**config.mk**
```make
export PLATFORM = sky130hd
export DESIGN_NAME = encoder83_event
export DESIGN_NICKNAME = d
export VERILOG_FILES = /design/src/rtl/encoder83_event.sv
export SDC_FILE = /design/constraint.sdc
export NUM_CORES = 1
export LEC_CHECK = 0
export CORE_MARGIN = 10
export CORE_UTILIZATION = 40
export DETAILED_ROUTE_END_ITERATION = 16
export PLACE_DENSITY = 0.77
export SYNTH_ARGS = -nofsm -noshare
export SYNTH_HDL_FRONTEND = slang
export SYNTH_SLANG_ARGS = --single-unit
```
**constraint.sdc**
```tcl
create_clock -name clk -period 2 [get_ports clk]
set_input_delay 0.4 -clock clk [delete_from_list [all_inputs] [get_ports clk]]
set_output_delay 0.4 -clock clk [all_outputs]
set_load 0.1 [all_outputs]
```
**src/rtl/encoder83_event.sv**
```systemverilog
// encoder83_event: sequential 8-to-3 event encoder.
// Rising edges on the request lines are latched into a pending mask. Pending
// events are presented one at a time as a 3-bit index on a valid/ready port.
// Optional feature macro: ENC83_ROUND_ROBIN_EN.
//   Defined: the search for the next index starts one above the last grant
//            and wraps around.
//   Undefined: fixed priority, where bit 0 has the highest priority.
module encoder83_event #(
    parameter int N_REQ = 8,
    parameter int IDX_W = 3
) (
    input  logic             clk,
    input  logic             rst,
    input  logic             en,
    input  logic [N_REQ-1:0] req,
    output logic             out_valid,
    input  logic             out_ready,
    output logic [IDX_W-1:0] out_idx,
    output logic [N_REQ-1:0] pending,
    output logic             overflow
);

    typedef enum logic {
        IDLE    = 1'b0,
        PRESENT = 1'b1
    } state_t;

    state_t           state;
    state_t           state_next;

    logic [N_REQ-1:0] req_q;
    logic [N_REQ-1:0] rise;
    logic [N_REQ-1:0] cap;
    logic [N_REQ-1:0] clr;
    logic [N_REQ-1:0] pending_next;
    logic             overflow_next;
    logic             accept;

    logic [IDX_W-1:0] sel_idx;
    logic [IDX_W-1:0] idx_next;
    logic [IDX_W-1:0] last_grant;
    logic [IDX_W-1:0] last_grant_next;

    // Lowest set bit of the mask. The caller only uses the result when the mask is non-zero.
    function automatic logic [IDX_W-1:0] sel_fixed(input logic [N_REQ-1:0] mask);
        logic [IDX_W-1:0] r;
        r = '0;
        for (int i = N_REQ - 1; i >= 0; i--) begin
            if (mask[i]) begin
                r = IDX_W'(i);
            end
        end
        return r;
    endfunction

`ifdef ENC83_ROUND_ROBIN_EN
    // First set bit, searching upward from last+1 with wrap-around.
    // The downward loop lets the closest candidate overwrite the farther ones.
    function automatic logic [IDX_W-1:0] sel_rr(input logic [N_REQ-1:0] mask,
                                                 input logic [IDX_W-1:0] last);
        logic [IDX_W-1:0] start;
        logic [IDX_W-1:0] cand;
        logic [IDX_W-1:0] r;
        start = last + 1'b1;
        r     = start;
        for (int k = N_REQ - 1; k >= 0; k--) begin
            cand = start + IDX_W'(k);
            if (mask[cand]) begin
                r = cand;
            end
        end
        return r;
    endfunction
`endif

    // A valid index is presented exactly while the FSM is in PRESENT.
    assign out_valid = (state == PRESENT);
    assign accept    = out_valid && out_ready;

    // Pick the next index to present from the registered pending mask.
    always_comb begin
        sel_idx = '0;
`ifdef ENC83_ROUND_ROBIN_EN
        sel_idx = sel_rr(pending, last_grant);
`else
        sel_idx = sel_fixed(pending);
`endif
    end

    // Edge capture, handshake clear and overflow detection. When a bit is both set and cleared in one cycle, the set wins.
    always_comb begin
        rise          = req & ~req_q;
        cap           = en ? rise : '0;
        clr           = accept ? (N_REQ'(1) << out_idx) : '0;
        pending_next  = (pending & ~clr) | cap;
        overflow_next = |(cap & pending & ~clr);
    end

    // Next-state logic. The index is latched on entry to PRESENT and holds until the handshake.
    always_comb begin
        state_next      = state;
        idx_next        = out_idx;
        last_grant_next = last_grant;
        unique case (state)
            IDLE: begin
                if (pending != '0) begin
                    idx_next   = sel_idx;
                    state_next = PRESENT;
                end
            end
            PRESENT: begin
                if (accept) begin
                    last_grant_next = out_idx;
                    state_next      = IDLE;
                end
            end
            default: begin
                state_next = IDLE;
            end
        endcase
    end

    // Request history, pending mask and the overflow pulse. The request history updates even when capture is disabled.
    always_ff @(posedge clk) begin
        if (rst) begin
            req_q    <= '0;
            pending  <= '0;
            overflow <= 1'b0;
        end else begin
            req_q    <= req;
            pending  <= pending_next;
            overflow <= overflow_next;
        end
    end

    // FSM state, the presented index and the last granted index.
    always_ff @(posedge clk) begin
        if (rst) begin
            state      <= IDLE;
            out_idx    <= '0;
            last_grant <= IDX_W'(N_REQ - 1);
        end else begin
            state      <= state_next;
            out_idx    <= idx_next;
            last_grant <= last_grant_next;
        end
    end

endmodule

```
* After elaboration in Yosys (flattened, before gate mapping)
Cells that the tools add are included.
** Storage, ports and cells
- Bits in registers :: 21
- Bits of input ports :: 12
** Operators by class
- Shift operators :: 1
- Mux-type cells :: 13
- Bitwise logic cells :: 8
- Reduce and logical (&&, ||, !) cells :: 4
** Operator list (number)
- $and A8 B8 Y8 :: 4
- $mux W3 :: 8
- $mux W8 :: 2
- $not A8 Y8 :: 2
- $or A8 B8 Y8 :: 1
- $reduce_bool A8 Y1 :: 1
- $reduce_or A8 Y1 :: 1
- $shl A1 B3 Y8 const A :: 1
- $mux W1 :: 2
- $pmux W1 S2 :: 1
- $reduce_and A2 Y1 :: 1
- $logic_and A1 B1 Y1 :: 1
- $not A1 Y1 :: 1

* Depth between registers and ports, before layout
Gate-level depths: netlist of the first run.
- Depth after elaboration :: 8
- Gate-level depth with buffers :: 5
- Mapped depth without buffers :: 5

* Worst setup path after synthesis of the first run
OpenSTA, ideal clock, no wires.
- Kind :: register to register
- Start point :: register out_idx[1]
- End point :: register overflow
- Data arrival time :: 1943 ps
- Data required time :: 1865 ps
- Setup slack :: -78 ps
- Stages on the path, launching flop included :: 6
- Buffers on the path :: 0
- Clock period less this slack :: 2078 ps
- Path through :: dfxtp_1 -> inv_1 -> o41ai_1 -> o32ai_1 -> nor3_1 -> a41oi_1
** Between the ends
- Longest elaborated chain between the ends :: 5
** Ends and longest elaborated chain
- from (decl) :: RTL line 18 : output logic [IDX_W-1:0] out_idx,
- from (signal assigned) :: RTL line 144 : out_idx <= idx_next;
- $shl A1 B3 Y8 :: RTL line 94 : clr = accept ? (N_REQ'(1) << out_idx) : '0;
- $mux W8 :: RTL line 94
- $not A8 Y8 :: RTL line 96 : overflow_next = |(cap & pending & ~clr);
- $and A8 B8 Y8 :: RTL line 96
- $reduce_or A8 Y1 :: RTL line 96
- to (signal assigned) :: RTL line 132 : overflow <= overflow_next;
- to (decl) :: RTL line 20 : output logic overflow
No other way between the ends.
A chain may end at the register's enable or synchronous reset.

* Worst setup path in the final report of the first run
- Start point :: input out_ready
- End point :: register overflow
** Between the ends
- Longest elaborated chain between the ends :: 5
** Ends and longest elaborated chain
- from (decl) :: RTL line 17 : input logic out_ready,
- $logic_and A1 B1 Y1 :: RTL line 78 : assign accept = out_valid && out_ready;
- $mux W8 :: RTL line 94
- $not A8 Y8 :: RTL line 96
- $and A8 B8 Y8 :: RTL line 96
- $reduce_or A8 Y1 :: RTL line 96
No other way between the ends.

==> results.cfg, run 1 <==
[cts]
worst_skew_pair.late_latency_ps = 290
cts_buffers = 3
cts_tree = built
holdBufCountCts = 0
htree_levels = 1
post_cts_buffers = 0
clockRootBuffer = clkbuf_4
cts.sinks = 21
clock_path_buffers = 2
cts_resized = 0
clk_pin_slew_ps = 110

[synth]
ys_async_sr_fraction = 0
synth_top_area_share = 0.480
yosys-top-cells-count = 21 x dfxtp_1, 10 x nor2b_1, 9 x nor2_1
synth_area_leaders = dfxtp_1 48%, nor2b_1 7.1%, nand3b_1 5.1%
synthesis.area_um2 = 876
synth_area_leader_cell = dfxtp_1
syn_avg_cell_area_um2 = 8.76
ys_seq_area_frac = 0.480
syn_inst = 100
ys_ff_latch = 21
synth.distinct_cells = 26
yosys_warnings = 0
syn-num-nets = 112
synth-edff-count = 0
ys.flop_type = dfxtp_1
synth_most_common_cell = dfxtp_1

[detailed_routing]
drtPass1Iterations = 4
drt_iter0_drc = 35
via_count = 811
wire_per_inst_um = 14.0
drc = 0
drt-vias-per-instance = 5.30
final_antenna_net_count = 0
finalWirelength_mm = 2.14

[pwr]
peakVddDrop_v = 0.000495
pwr_density_cell_nw_per_um2 = 865
leakage_nw = 0.439

[setup_path]
endpoint_kind = flip-flop
critical_path.cell_chain = clkdlybuf4s50_1, nand2_2, o41ai_1, o32ai_1, nor3_1, a41oi_1
arrival_ps = 1890
reg2reg_from = out_idx[0]$_SDFFE_PP0P_
r2r_end = overflow$_SDFF_PP0_
crit_path_start_kind = primary input
slowest_stage = clkdlybuf4s50_1
required_ps = 2180
reg2reg_depth = 5
slowest_delay_ps = 530
path_class = in2reg
critical_path.top_delay_family = compound AO/OA/AOI/OAI gates
r2r_setup_slack_ps = 410
cp_max_fo = 5
crit_buf_inv = 1

[finish]
finish.utilization = 0.586
layout-drive-gt1-share = 0.198
area_growth_pct = 35.3
fin_nets = 139
diodes = 0
final_area_um2 = 1180

[timing]
setup_slack_ps = 293
final-max-slew-violation-count = 0
hold_violations = 0
post-route-period-util = 0.853
tns_ps = 0
fmax_mhz = 586
worst_slew_pin_slew_ps = 445
relSlewSlack = 0.702
rsz0062_at_grt = no
finClkSkew_ps = 3.63
layout_min_cycle_time_ps = 1710
setup_viol = 0

[floorplan]
start_util = 0.433
core_area_um2 = 2020
io_pins = 25
rows = 16
dieArea_um2 = 4460
die_y_um = 66.8
chipWidth_um = 66.8

[global_routing]
antenna_found_initial = 0
grt_pass1_vias = 809
grt_pass1_wl_mm = 3.63
grt_max_degree = 14
grt_usage = 0.102
overflow = 0

[placement]
dp_slack_ps = -2.96
port_buffers = 24
dp_hpwl_mm = 1.70
gp_congestion = 0.872
placed_area_um2 = 1160

[status]
status = complete, no violations

[min_path]
hold_class = reg2reg
hold_depth = 2
hp-start = out_idx[1]$_SDFFE_PP0P_
min_to = out_idx[1]$_SDFFE_PP0P_

[flow_run]
maxCapViolCount = 0
routing by layer:
layer  share of wire  vias to the layer above  GRT usage
met3           0.066                        2     0.0334
met1            0.48                      371      0.125
met5               0                        -          0
met4          0.0047                        0     0.0340
met2            0.45                       24      0.161
li1                -                      414          -
placed cells by master (no fill, tap or decap), types with 2 or more instances in the layout:
| cell | n |
|---|---|
| nor2_1 | 9 |
| nor3b_1 | 3 |
| o21ai_0 | 2 |
| buf_12 | 3 |
| nor4_1 | 2 |
| dfxtp_1 | 15 |
| o41ai_1 | 3 |
| nand2_1 | 4 |
| a21oi_1 | 8 |
| dfxtp_2 | 6 |
| nand3_1 | 3 |
| nor3_1 | 5 |
| a22oi_1 | 3 |
| nand2b_1 | 4 |
| inv_1 | 4 |
| nor2b_1 | 10 |
| buf_4 | 11 |
| clkdlybuf4s50_1 | 11 |
| nand3b_1 | 6 |
| clkbuf_4 | 3 |
flip-flops by register name, indices dropped and copies added (netlist names):
register and flops:
pending 8, req_q 8, out_idx 3, out_valid 1, overflow 1
tightest hold or removal path: stages, from the launching register on:
cell,delay [ps]
dfxtp_2,370
nand2_1,60
a21oi_1,50
power by group:
group | internal (W) | switching [W] | total, W
Clock | 0.0000775 | 0.000120 | 0.000198
Sequential | 0.000452 | 0.0000425 | 0.000494
Combinational | 0.000106 | 0.000227 | 0.000333
Total | 0.000635 | 0.000390 | 0.00103
through the flow:
step	total power [W]	hold slack, ps	cells
after floorplan	0.000732	486	100
after global placement	0.000832	490	149
after detailed placement	0.000837	505	149
after CTS	0.00103	522	153
after global routing	0.00108	554	153
final	0.00103	518	153
final cells by class:
type / instances / area, um2
Clock buffer: 4 / 26.3
Fill cell: 187 / 837
Sequential cell: 21 / 428
Timing Repair Buffer: 25 / 253
Inverter: 4 / 15.0
Multi-Input combinational cell: 72 / 429
Tap cell: 27 / 33.8
logic make-up (layout without fill, tap and decap cells):
group,count (synthesis),in the layout,synth area share
buf+inv,7,33,0.0300
compound gates,22,22,0.166
simple gates,50,50,0.324
flops,21,21,0.480
worst max-delay path by stage:
stage	cells after the start	endpoint	slack, ps	from
after floorplan	4	overflow$_SDFF_PP0_	2	out_idx[2]$_SDFFE_PP0P_
after global placement	6	overflow$_SDFF_PP0_	90	out_ready
after detailed placement	6	overflow$_SDFF_PP0_	-3	out_ready
after CTS	6	overflow$_SDFF_PP0_	310	out_ready
after global routing	6	overflow$_SDFF_PP0_	130	out_ready
final	6	overflow$_SDFF_PP0_	290	out_ready
Note: power is estimated with default switching activity, not from simulation.
==> run 2: changes to the inputs <==
- REMOVE_ABC_BUFFERS: not set -> 1
==> run 2 against run 1 <==
Worst setup slack worse by 16 ps. Clock-buffer cell count down 1. Register-to-register slack worse by 80 ps. Cell area up 3.3%. Global-route usage up 0.24 points. Sequential share of layout area down 1.8 points. Sequential power about the same. Worst hold slack better by 8.3 ps. Utilization up 1.9 points. Combinational power up 6.3%. Routed wire length up 6.3%. Clock power up 4%. Critical endpoint unchanged. Highest routed layer unchanged.
==> results.cfg, run 2 (synthesis gave the netlist of run 1 again) <==
[placement]
gp_congestion = 0.921
dp_hpwl_mm = 1.78
post-place-cells = 150
port_buffers = 24
dp_slack_ps = -24.4

[finish]
area_growth_pct = 39.7
multiInputGateArea_um2 = 429
reg_top3 = pending: 8 flops, req_q: 8 flops, out_idx: 3 flops
final_cell_mix = 21 x dfxtp_1, 11 x clkdlybuf4s50_1, 10 x nor2b_1, 9 x nor2_1, 9 x buf_4
fill_cells = 187
final-seq-area_um2 = 420
layout.cells.non_filler = 154
layout-drive-gt1-share = 0.165
final_common_cell = dfxtp_1
fin_nets = 140
finish.utilization = 0.605
diodes = 0

[pwr]
pwr_density_cell_nw_per_um2 = 861
leakage_nw = 0.455
peakVddDrop_v = 0.000481

[timing]
relSlewSlack = 0.687
hold_violations = 0
worst_slew_pin_slew_ps = 468
rsz0062_at_grt = no
layout_min_cycle_time_ps = 1720
final-max-slew-violation-count = 0
hold_slack_ps = 526
setup_slack_ps = 278
post-route-period-util = 0.861
fmax_mhz = 581
finClkSkew_ps = 3.98
setup_viol = 0

[detailed_routing]
wire_per_inst_um = 14.8
via_count = 835
final_antenna_net_count = 0
drc = 0
drtPass1Iterations = 4
drt_iter0_drc = 61
drt-vias-per-instance = 5.42
finalWirelength_mm = 2.28

[cts]
holdBufCountCts = 0
clk_pin_slew_ps = 120
cts_resized = 0
cts.sinks = 21
clock_path_buffers = 2
post_cts_buffers = 0
worst_skew_pair.late_latency_ps = 310
htree_levels = 1
clockRootBuffer = clkbuf_4
cts_tree = built
cts_buffers = 3

[min_path]
hold_class = reg2reg

[setup_path]
cp_max_fo = 5
path_class = in2reg
critical_path.top_delay_family = compound AO/OA/AOI/OAI gates
slowest_stage = clkdlybuf4s50_1
slowest_delay_ps = 520
required_ps = 2190
crit_path_start_kind = primary input
crit_buf_inv = 1
critical_path.cell_chain = clkdlybuf4s50_1, nand2_2, o41ai_1, o32ai_1, nor3_1, a41oi_1
endpoint_kind = flip-flop
arrival_ps = 1910

[floorplan]
die_y_um = 66.8
chipWidth_um = 66.8
rows = 16
io_pins = 25
dieArea_um2 = 4460
start_util = 0.433
core_area_um2 = 2020

[status]
status = complete, no violations

[global_routing]
grt_usage = 0.104
grt_max_degree = 14
overflow = 0
grt_pass1_wl_mm = 3.68
grt_pass1_vias = 801
antenna_found_initial = 0

[flow_run]
maxCapViolCount = 0
## run 2: cell count changes in the layout (fill, tap and decap cells not counted)
cell and change:
clkbuf_1 -1, dfxtp_2 -6, buf_12 +3, clkinv_2 +1
buf_4 -2, dfxtp_1 +6
## run 2: final timing paths
path	startpoint	end	slack (ps)	cells past startpoint
setup / recovery	out_ready	overflow$_SDFF_PP0_	280	6
hold / removal	req_q[0]$_SDFF_PP0_	pending[0]$_SDFF_PP0_	530	2
setup reg to reg	out_valid$_SDFF_PP0_	overflow$_SDFF_PP0_	330	5
hold reg to reg	req_q[0]$_SDFF_PP0_	pending[0]$_SDFF_PP0_	530	2
## run 2: cell type report
class / count / area share
multi-input combinational: 72 / 0.351
sequential: 21 / 0.344
timing repair buffer: 26 / 0.243
tap: 27 / 0.0276
clock buffer: 3 / 0.0184
inverter: 4 / 0.0123
clock inverter: 1 / 0.00409
## run 2: metal layers
layer | vias to the layer above | routed length (um) | GRT usage
met4 | 0 | 64 | 0.0707
met1 | 384 | 945 | 0.115
met2 | 32 | 1110 | 0.171
met3 | 7 | 158 | 0.0268
met5 | - | 0 | 0
li1 | 412 | - | -
## run 2: worst register-to-register path: cells and delay by family (launching register included)
kind	cells	cell delay, ps
AO/OA/AOI/OAI	3	650
flip-flops	1	520
AND/OR/NAND/NOR	2	380
## run 2: where the power goes
group	leakage (nW)	total (W)	switching [W]	internal, W
Clock	0.0177	0.000205	0.000130	0.0000747
Combinational	0.264	0.000354	0.000232	0.000122
Sequential	0.174	0.000494	0.0000446	0.000449
Total	0.455	0.00105	0.000407	0.000646
## run 2: through the flow
stage	instance area [um2]	TNS (ps)	power, W
CTS	1220	0	0.00106
floorplan	865	-111	0.000723
detailed placement	1200	-24.4	0.000858
global route	1220	0	0.00110
global placement	1200	0	0.000850
finish	1220	0	0.00105
